## src/rtl/anffl_tex_block_fetch.sv

```systemverilog
// Texture block fetcher: maps a texel (u,v) to its 4x4 compressed block,
// reads the block as four 32-bit words and hands it to the decoder.
// Optional one-entry block cache: define ANFFL_TEX_FETCH_CACHE_EN.
// Ports:
//   clk, rst_n             clock, async active-low reset
//   req_*                  texel request (valid/ready)
//   inv                    cache invalidate pulse
//   mem_req_*, mem_addr    word read request (valid/ready)
//   mem_rdata_valid/rdata  read data return
//   out_*                  block + texel offset to decoder (valid/ready)
module anffl_tex_block_fetch #(
    parameter int AW = 32
) (
    input  logic          clk,
    input  logic          rst_n,
    input  logic          req_valid,
    output logic          req_ready,
    input  logic [11:0]   req_u,
    input  logic [11:0]   req_v,
    input  logic [AW-1:0] req_base,
    input  logic [3:0]    req_pitch_log2,
    input  logic [4:0]    req_format,
    input  logic          inv,
    output logic          mem_req_valid,
    input  logic          mem_req_ready,
    output logic [AW-1:0] mem_addr,
    input  logic          mem_rdata_valid,
    input  logic [31:0]   mem_rdata,
    output logic          out_valid,
    input  logic          out_ready,
    output logic [127:0]  out_data,
    output logic [4:0]    out_format,
    output logic [1:0]    out_x,
    output logic [1:0]    out_y
);

    typedef enum logic [1:0] {
        IDLE = 2'd0,
        REQ  = 2'd1,
        WAIT = 2'd2,
        OUT  = 2'd3
    } state_t;

    state_t        state;
    state_t        nextState;
    logic [1:0]    beat;
    logic [AW-1:0] blkAddr;
    logic [AW-1:0] reqAddr;
    logic [AW-1:0] blkOff;
    logic          hit;
    logic          accept;
    logic          fetchDone;

    // Block index = row * blocksPerRow + col; 16 bytes per block.
    assign blkOff  = ((AW'(req_v[11:2]) << req_pitch_log2)
                     + AW'(req_u[11:2])) << 4;
    assign reqAddr = req_base + blkOff;

    assign accept    = (state == IDLE) && req_valid;
    assign fetchDone = (state == WAIT) && mem_rdata_valid
                       && (beat == 2'd3);

`ifdef ANFFL_TEX_FETCH_CACHE_EN
    logic          tagValid;
    logic          invSeen;
    logic [AW-1:0] tag;

    // An invalidate coincident with the lookup must not hit stale data.
    assign hit = tagValid && (tag == reqAddr) && !inv;

    always_ff @(posedge clk or negedge rst_n) begin
        if (!rst_n) begin
            tagValid <= 1'b0;
            invSeen  <= 1'b0;
            tag      <= '0;
        end else begin
            // invSeen remembers an invalidate that arrived mid-fetch so
            // the block still gets delivered but is not cached.
            if (accept) begin
                invSeen <= 1'b0;
            end else if (inv) begin
                invSeen <= 1'b1;
            end
            if (fetchDone) begin
                tagValid <= !(inv || invSeen);
                tag      <= blkAddr;
            end else if (inv) begin
                tagValid <= 1'b0;
            end
        end
    end
`else
    logic unusedInv;
    assign unusedInv = inv;
    assign hit       = 1'b0;
`endif

    always_ff @(posedge clk or negedge rst_n) begin
        if (!rst_n) begin
            state <= IDLE;
        end else begin
            state <= nextState;
        end
    end

    always_comb begin
        nextState     = state;
        req_ready     = 1'b0;
        mem_req_valid = 1'b0;
        out_valid     = 1'b0;
        mem_addr      = blkAddr + AW'({beat, 2'b00});
        unique case (state)
            IDLE: begin
                req_ready = 1'b1;
                if (req_valid) begin
                    nextState = hit ? OUT : REQ;
                end
            end
            REQ: begin
                mem_req_valid = 1'b1;
                if (mem_req_ready) begin
                    nextState = WAIT;
                end
            end
            WAIT: begin
                if (mem_rdata_valid) begin
                    nextState = (beat == 2'd3) ? OUT : REQ;
                end
            end
            OUT: begin
                out_valid = 1'b1;
                if (out_ready) begin
                    nextState = IDLE;
                end
            end
            default: nextState = IDLE;
        endcase
    end

    // out_data doubles as the cache data store: only a fetch writes it.
    always_ff @(posedge clk or negedge rst_n) begin
        if (!rst_n) begin
            beat       <= 2'd0;
            blkAddr    <= '0;
            out_data   <= '0;
            out_format <= '0;
            out_x      <= '0;
            out_y      <= '0;
        end else begin
            if (accept) begin
                beat       <= 2'd0;
                blkAddr    <= reqAddr;
                out_format <= req_format;
                out_x      <= req_u[1:0];
                out_y      <= req_v[1:0];
            end
            if ((state == WAIT) && mem_rdata_valid) begin
                out_data[{beat, 5'b00000} +: 32] <= mem_rdata;
                beat <= beat + 2'd1;
            end
        end
    end

endmodule

```

## config.mk

```make
export PLATFORM = sky130hd
export DESIGN_NAME = anffl_tex_block_fetch
export DESIGN_NICKNAME = d
export VERILOG_FILES = /design/src/rtl/anffl_tex_block_fetch.sv
export SDC_FILE = /design/constraint.sdc
export NUM_CORES = 1
export LEC_CHECK = 0
export CORE_MARGIN = 2
export CORE_UTILIZATION = 44
export DETAILED_ROUTE_END_ITERATION = 8
export PLACE_DENSITY = 0.74
export SLEW_MARGIN = 0
export SYNTH_ARGS = -nofsm -noshare
export SYNTH_HDL_FRONTEND = slang
export SYNTH_SLANG_ARGS = --single-unit
```

## constraint.sdc

```tcl
create_clock -name clk -period 2.59 [get_ports clk]
set_input_delay 0.518 -clock clk [delete_from_list [all_inputs] [get_ports clk]]
set_output_delay 0.518 -clock clk [all_outputs]
set_load 0.02 [all_outputs]
```

# [After elaboration in Yosys (flattened, before gate mapping)]
# Index checks and enable logic that the tools add are counted.
[totals] ram_bits=0 n_memories=0 output_inout_bits=172 ff_bits=173 latch_bits=0 romBits=0 input_bits=104
[classes] multipliers=0 magnitude_cmp=0 n_eq_ne=8 n_reduce_logical=5 add_sub_neg=5 bitwise_logic=0 div=0 n_shift=3 muxes=12
[ops] op="$bwmux W128" n=1
[ops] op="$shift A32 B9 Y128 const A" n=1
[ops] op="$shiftx A32 B9 Y128" n=1
[ops] op="$add A32 B32 Y32" n=1
[ops] op="$add A32 B4 Y32" n=1
[ops] op="$add A28 B10 Y28" n=1
[ops] op="$shl A10 B4 Y28" n=1
[ops] op="$mux W2" n=7
[ops] op="$neg A7 Y9" n=1
[ops] op="$ne A2 B2 Y1 const B" n=4
[ops] op="$pmux W2 S4" n=1
[ops] op="$eq A2 B2 Y1 const B" n=3
[ops] op="$reduce_and A4 Y1" n=1
[ops] op="$mux W1" n=3
[ops] op="$add A2 B1 Y2 const B" n=1
[ops] op="$eq A2 B1 Y1 const B" n=1
[ops] op="$logic_and A1 B1 Y1" n=2
[ops] op="$logic_not A2 Y1" n=1
[ops] op="$reduce_bool A2 Y1" n=1

# [Depth between registers and ports, before layout]
# Gate-level depths: netlist of run 1.
[depth] depth_word=4 depth_mapped=24 depth_no_buf=22

# [Worst setup path before layout of run 1]
# OpenSTA, ideal clock, no wires.
[synth_timing] path_type="input port to flip-flop" from="input req_pitch_log2[1]" to="register blkAddr[31]" slack_ps=-2193 path_stages=24 setup_time_ps=124 n_path_buf=3 t_arrival_ps=4659 cell_sequence="buf_4 buf_4 mux2_2 o21ai_0 nor2_1 nor2_1 nor2_1 ha_1 o21ai_0 nand2b_1 o41ai_1 o21a_1 nor2_1 and3_4 xnor2_1 ha_1 clkbuf_1 a21oi_1 o21ai_0 a211oi_1 o21ai_0 a221oi_1 mux2i_1 a211o_1"
[synth_via] elab_chain_len=3
[synth_rtl] element="from (decl)" line_no="21" source="input logic [3:0] req_pitch_log2,"
[synth_rtl] element="$shl A10 B4 Y28" line_no="55" source="assign blkOff = ((AW'(req_v[11:2]) << req_pitch_log2)"
[synth_rtl] element="$add A28 B10 Y28" line_no="56" source="+ AW'(req_u[11:2])) << 4;"
[synth_rtl] element="$add A32 B32 Y32" line_no="57" source="assign reqAddr = req_base + blkOff;"
[synth_rtl] element="to (signal assigned)" line_no="152" source="blkAddr <= reqAddr;"
[synth_rtl] element="to (decl)" line_no="47" source="logic [AW-1:0] blkAddr;"
# Every way passes these cells.
# A chain may end at the register's enable or synchronous reset.

# [Worst setup path after layout of run 1]
[layout_timing] from="input req_pitch_log2[0]" to="register blkAddr[31]"
# Same word-level chain as after synthesis.

==> flow_summary.yaml, run 1 <==
setup_path:
  path_cells: "buf_8 -> mux4_2 -> mux2_4 -> nand2_2 -> o31ai_2 -> ha_1 -> nand3_2 -> or3_4 -> a21oi_4 -> nand3_2 -> xor2_1 -> ha_1 -> and2_4 -> and3_1 -> and3_4 -> a21o_1 -> a221oi_2 -> mux2i_1 -> a211o_1"
  cpPeakStageDelay_ns: 0.50
  critPathBufInv: 1
  crit_required_ns: 2.91
  cpMaxStageDelayCell: "mux4_2"
  worstPathMaxFanout: 5
  cp-start-kind: "primary input"
  crit_type: "in2reg"
  crit_arrival_ns: 4.59
  path_delay_family: "simple AND/OR/NAND/NOR gates"
  endpoint_kind: "flip-flop"
  r2r_setup_slack_ns: 0.44
global_routing:
  grt_use_met1_pct: 33.6
  grt_antenna_before_repair: 0
  grtUsageMet2_pct: 50.2
  overflow: 0
  top_usage_layer: "met2"
  grt_usage_pct: 28.0
  grt_use_met3_pct: 3.82
  grt_max_degree: 69
  grt_pass1_wl_um: 53600
  grt_pass1_vias: 10300
floorplan:
  num_rows: 55
  dieArea_sq_um: 24100
  die_y_um: 155
  die_w_um: 155
  ioPinCount: 276
  initial_core_util_pct: 44.7
  core_sq_um: 22500
yosys:
  synthFlopType: "dfrtp_1"
  synth_nets: 1362
  ys_warn_count: 0
  async_flop_share_pct: 100
  synth-edff-count: 0
  avgSynthCellArea_sq_um: 8.29
  syn_area_sq_um: 10000
  yosysUniqueCellTypes: 68
  ys_seq_area_share_pct: 43.1
  ys_ff_latch: 173
  syn_inst: 1212
place:
  placed_cells: 1903
  routabilityCongestion: 0.926
  place_hpwl_um: 25000
  io_buffers: 274
  pre_cts_ws_ns: -2.67
finish:
  num_antenna_cells: 0
  drive_gt1_share_pct: 31.7
  synthToLayoutAreaGrowth_pct: 68.9
  layout.nets: 1855
  final_core_util_pct: 75.4
  n_fill_cell: 1484
  layoutNonFillerInstCount: 2003
sta:
  finalCritPeriodShare_pct: 165
  setup_violations: 45
  finalHoldWorstSlack_ns: 0.0753
  slew_headroom_pct: 57.5
  setup_tns_ns: -40.92
  setup_slack_ns: -1.68
  finalCriticalPeriod_ns: 4.27
  slew_viol_final: 0
  clock_skew_ns: 0.0132
  rsz0062_at_grt: "true"
  hold_viol_final: 0
  max_freq_ghz: 0.234
  worst_slew_pin_slew_ns: 0.637
routing:
  drtPass1Iterations: 5
  via_per_inst: 5.47
  postRouteAntennaNets: 0
  wl_per_cell_um: 18.4
  vias: 11000
  first_iter_violations: 694
  drt-total-wl_um: 36900
  route.detailed.drc: 0
power_and_ir_drop:
  p_int_uw: 8080
  power_frac_seq_pct: 28.7
  p_comb_share_pct: 53.3
  peakVddDrop_mv: 0.605
  swShare_pct: 40.8
  clkPwrFrac_pct: 18.1
  leakagePower_uw: 0.00765
  power.density_nw_per_um2: 804
  p_sw_uw: 5570
clock_tree:
  clk_latency_ns: 0.43
  cts_buffers: 17
  cts_tree: "done"
  cts_max_path_buffers: 2
  ctsHoldBuffers: 0
  clkSinkCount: 173
  cts-root-buf: "clkbuf_16"
  cts_max_level: 4
  clk_pin_slew_worst_paths_ns: 0.07
min_path:
  hold_path.class: "in2async"
job:
  cap_violations: 0
run_status:
  failed_checks: "setup timing"
  status: "finished, violations left"
[worst paths after layout]
check                                startpoint                        to  depth (start not counted)
setup / recovery              req_pitch_log2[0]   blkAddr[31]$_DFFE_PN0P_                         19
hold / removal                            rst_n  out_data[81]$_DFFE_PN0P_                          1
setup reg to reg            beat[0]$_DFFE_PN0P_  out_data[27]$_DFFE_PN0P_                          7
hold reg to reg            out_y[0]$_DFFE_PN0P_      out_y[0]$_DFFE_PN0P_                          2
max in group asynchronous                 rst_n  out_data[39]$_DFFE_PN0P_                          2
min in group clk           out_y[0]$_DFFE_PN0P_      out_y[0]$_DFFE_PN0P_                          2
[synth_stat cells (4+ instances only)]
master    number  share of area, %
nand2b_1       6              0.37
a211o_1        4              0.35
clkbuf_1      57               2.1
xnor2_1       40               3.5
xor2_1        24               2.1
nor2_1        52               1.9
dfrtp_1      173                43
o21a_1         8              0.60
a21oi_1       41               2.0
buf_4          4              0.30
and2_1         7              0.44
o21ai_0      171               8.5
and3_1        11              0.68
nor2b_1        4              0.25
inv_1         18              0.67
nor3_1        13              0.65
nand3_1       18              0.90
nor3b_1       10              0.75
o21bai_1       4              0.30
o31ai_1        6              0.45
nand2_1      392                15
a21o_1        16               1.2
mux2i_1       10               1.0
ha_1          43               5.4
a31oi_1        4              0.25
mux2_2         5              0.56
[layer usage]
| layer | wire (um) | vias up | part of all wire (%) |
|---|---|---|---|
| met3 | 2320 | 130 | 6.3 |
| li1 | - | 5105 | - |
| met5 | 0 | - | 0 |
| met1 | 13900 | 5224 | 38 |
| met4 | 1860 | 0 | 5.0 |
| met2 | 18800 | 497 | 51 |
[power by group through the flow]
stage                     combinational, uW  clock [uW]  sequential (uW)
after CTS                              6660        2490             3880
final                                  7270        2470             3910
after floorplan                        2710           0             4420
after global placement                 6190           0             3880
after global routing                   7760        2610             4000
after detailed placement               6320           0             3910
[sequential cells by signal, summed over array words and instances, names as in the netlist]
signal and cells:
state 2, blkAddr 32, beat 2, out_x 2, out_data 128, out_format 5
out_y 2
[cells in the final DEF, fill, tap and decap left out, types with 6 or more instances in the layout]
| master | Yosys | routed |
|---|---|---|
| o21a_1 | 8 | 8 |
| xor2_1 | 24 | 23 |
| buf_4 | 4 | 233 |
| nor3_1 | 13 | 9 |
| nand3_1 | 18 | 7 |
| a21oi_1 | 41 | 17 |
| nor2_1 | 52 | 35 |
| nand3_2 | 0 | 7 |
| o21ai_0 | 171 | 137 |
| xnor2_2 | 0 | 20 |
| buf_6 | 1 | 60 |
| mux2i_1 | 10 | 6 |
| nand2_1 | 392 | 363 |
| ha_4 | 0 | 10 |
| clkdlybuf4s50_1 | 0 | 230 |
| dfrtp_1 | 173 | 173 |
| o21ai_2 | 0 | 11 |
| and3_1 | 11 | 8 |
| a21o_1 | 16 | 16 |
| inv_1 | 18 | 16 |
| nor2_4 | 0 | 13 |
| a21oi_4 | 0 | 11 |
| xnor2_1 | 40 | 15 |
| nand2_4 | 0 | 9 |
| o21ai_1 | 0 | 20 |
| ha_1 | 43 | 31 |
| nand2_2 | 0 | 20 |
| clkbuf_16 | 0 | 17 |
| a21oi_2 | 1 | 14 |
[metrics by stage]
stage | cell area (sq um) | total power [uW]
after floorplan | 10400 | 7130
after global placement | 14600 | 10100
after detailed placement | 14600 | 10200
after CTS | 16100 | 13000
after global routing | 17000 | 14400
final | 17000 | 13700
[repair_timing]
| item | in CTS | in global routing |
|---|---|---|
| endpoints found under the hold margin | 0 | 0 |
| resized for setup | 315 | 129 |
| buffers inserted | 41 | 36 |
| pin swaps | 120 | 89 |
| endpoints found under the setup margin | 56 | 52 |
[logic make-up after synthesis]
group | synth area share, %
compound gates | 17.3
buf+inv | 3.42
xor+xnor | 5.58
fa+ha+maj | 5.95
mux | 2.64
flops | 43.1
other cells | 0.0373
simple gates | 21.9
[layout make-up]
cell class	instances	area (sq um)	share of cell area (%)
Clock buffer	19	433	2.55
Clock inverter	13	133	0.781
Inverter	19	76.3	0.450
Multi-Input combinational cell	954	6720	39.6
Sequential cell	173	4330	25.5
Tap cell	285	357	2.10
Timing Repair Buffer	540	4930	29.0
No activity file was read; power rests on OpenSTA's default activity.
==> run 2: changes to the inputs <==
--- a/config.mk
+++ b/config.mk
@@ -7,6 +7,7 @@
 export LEC_CHECK = 0
 export CORE_MARGIN = 2
 export CORE_UTILIZATION = 44
+export CTS_CLUSTER_SIZE = 8
 export DETAILED_ROUTE_END_ITERATION = 8
 export PLACE_DENSITY = 0.74
 export SLEW_MARGIN = 0
==> results of run 2 <==
The final DEF is identical to that of run 1; final timing and power are the same.
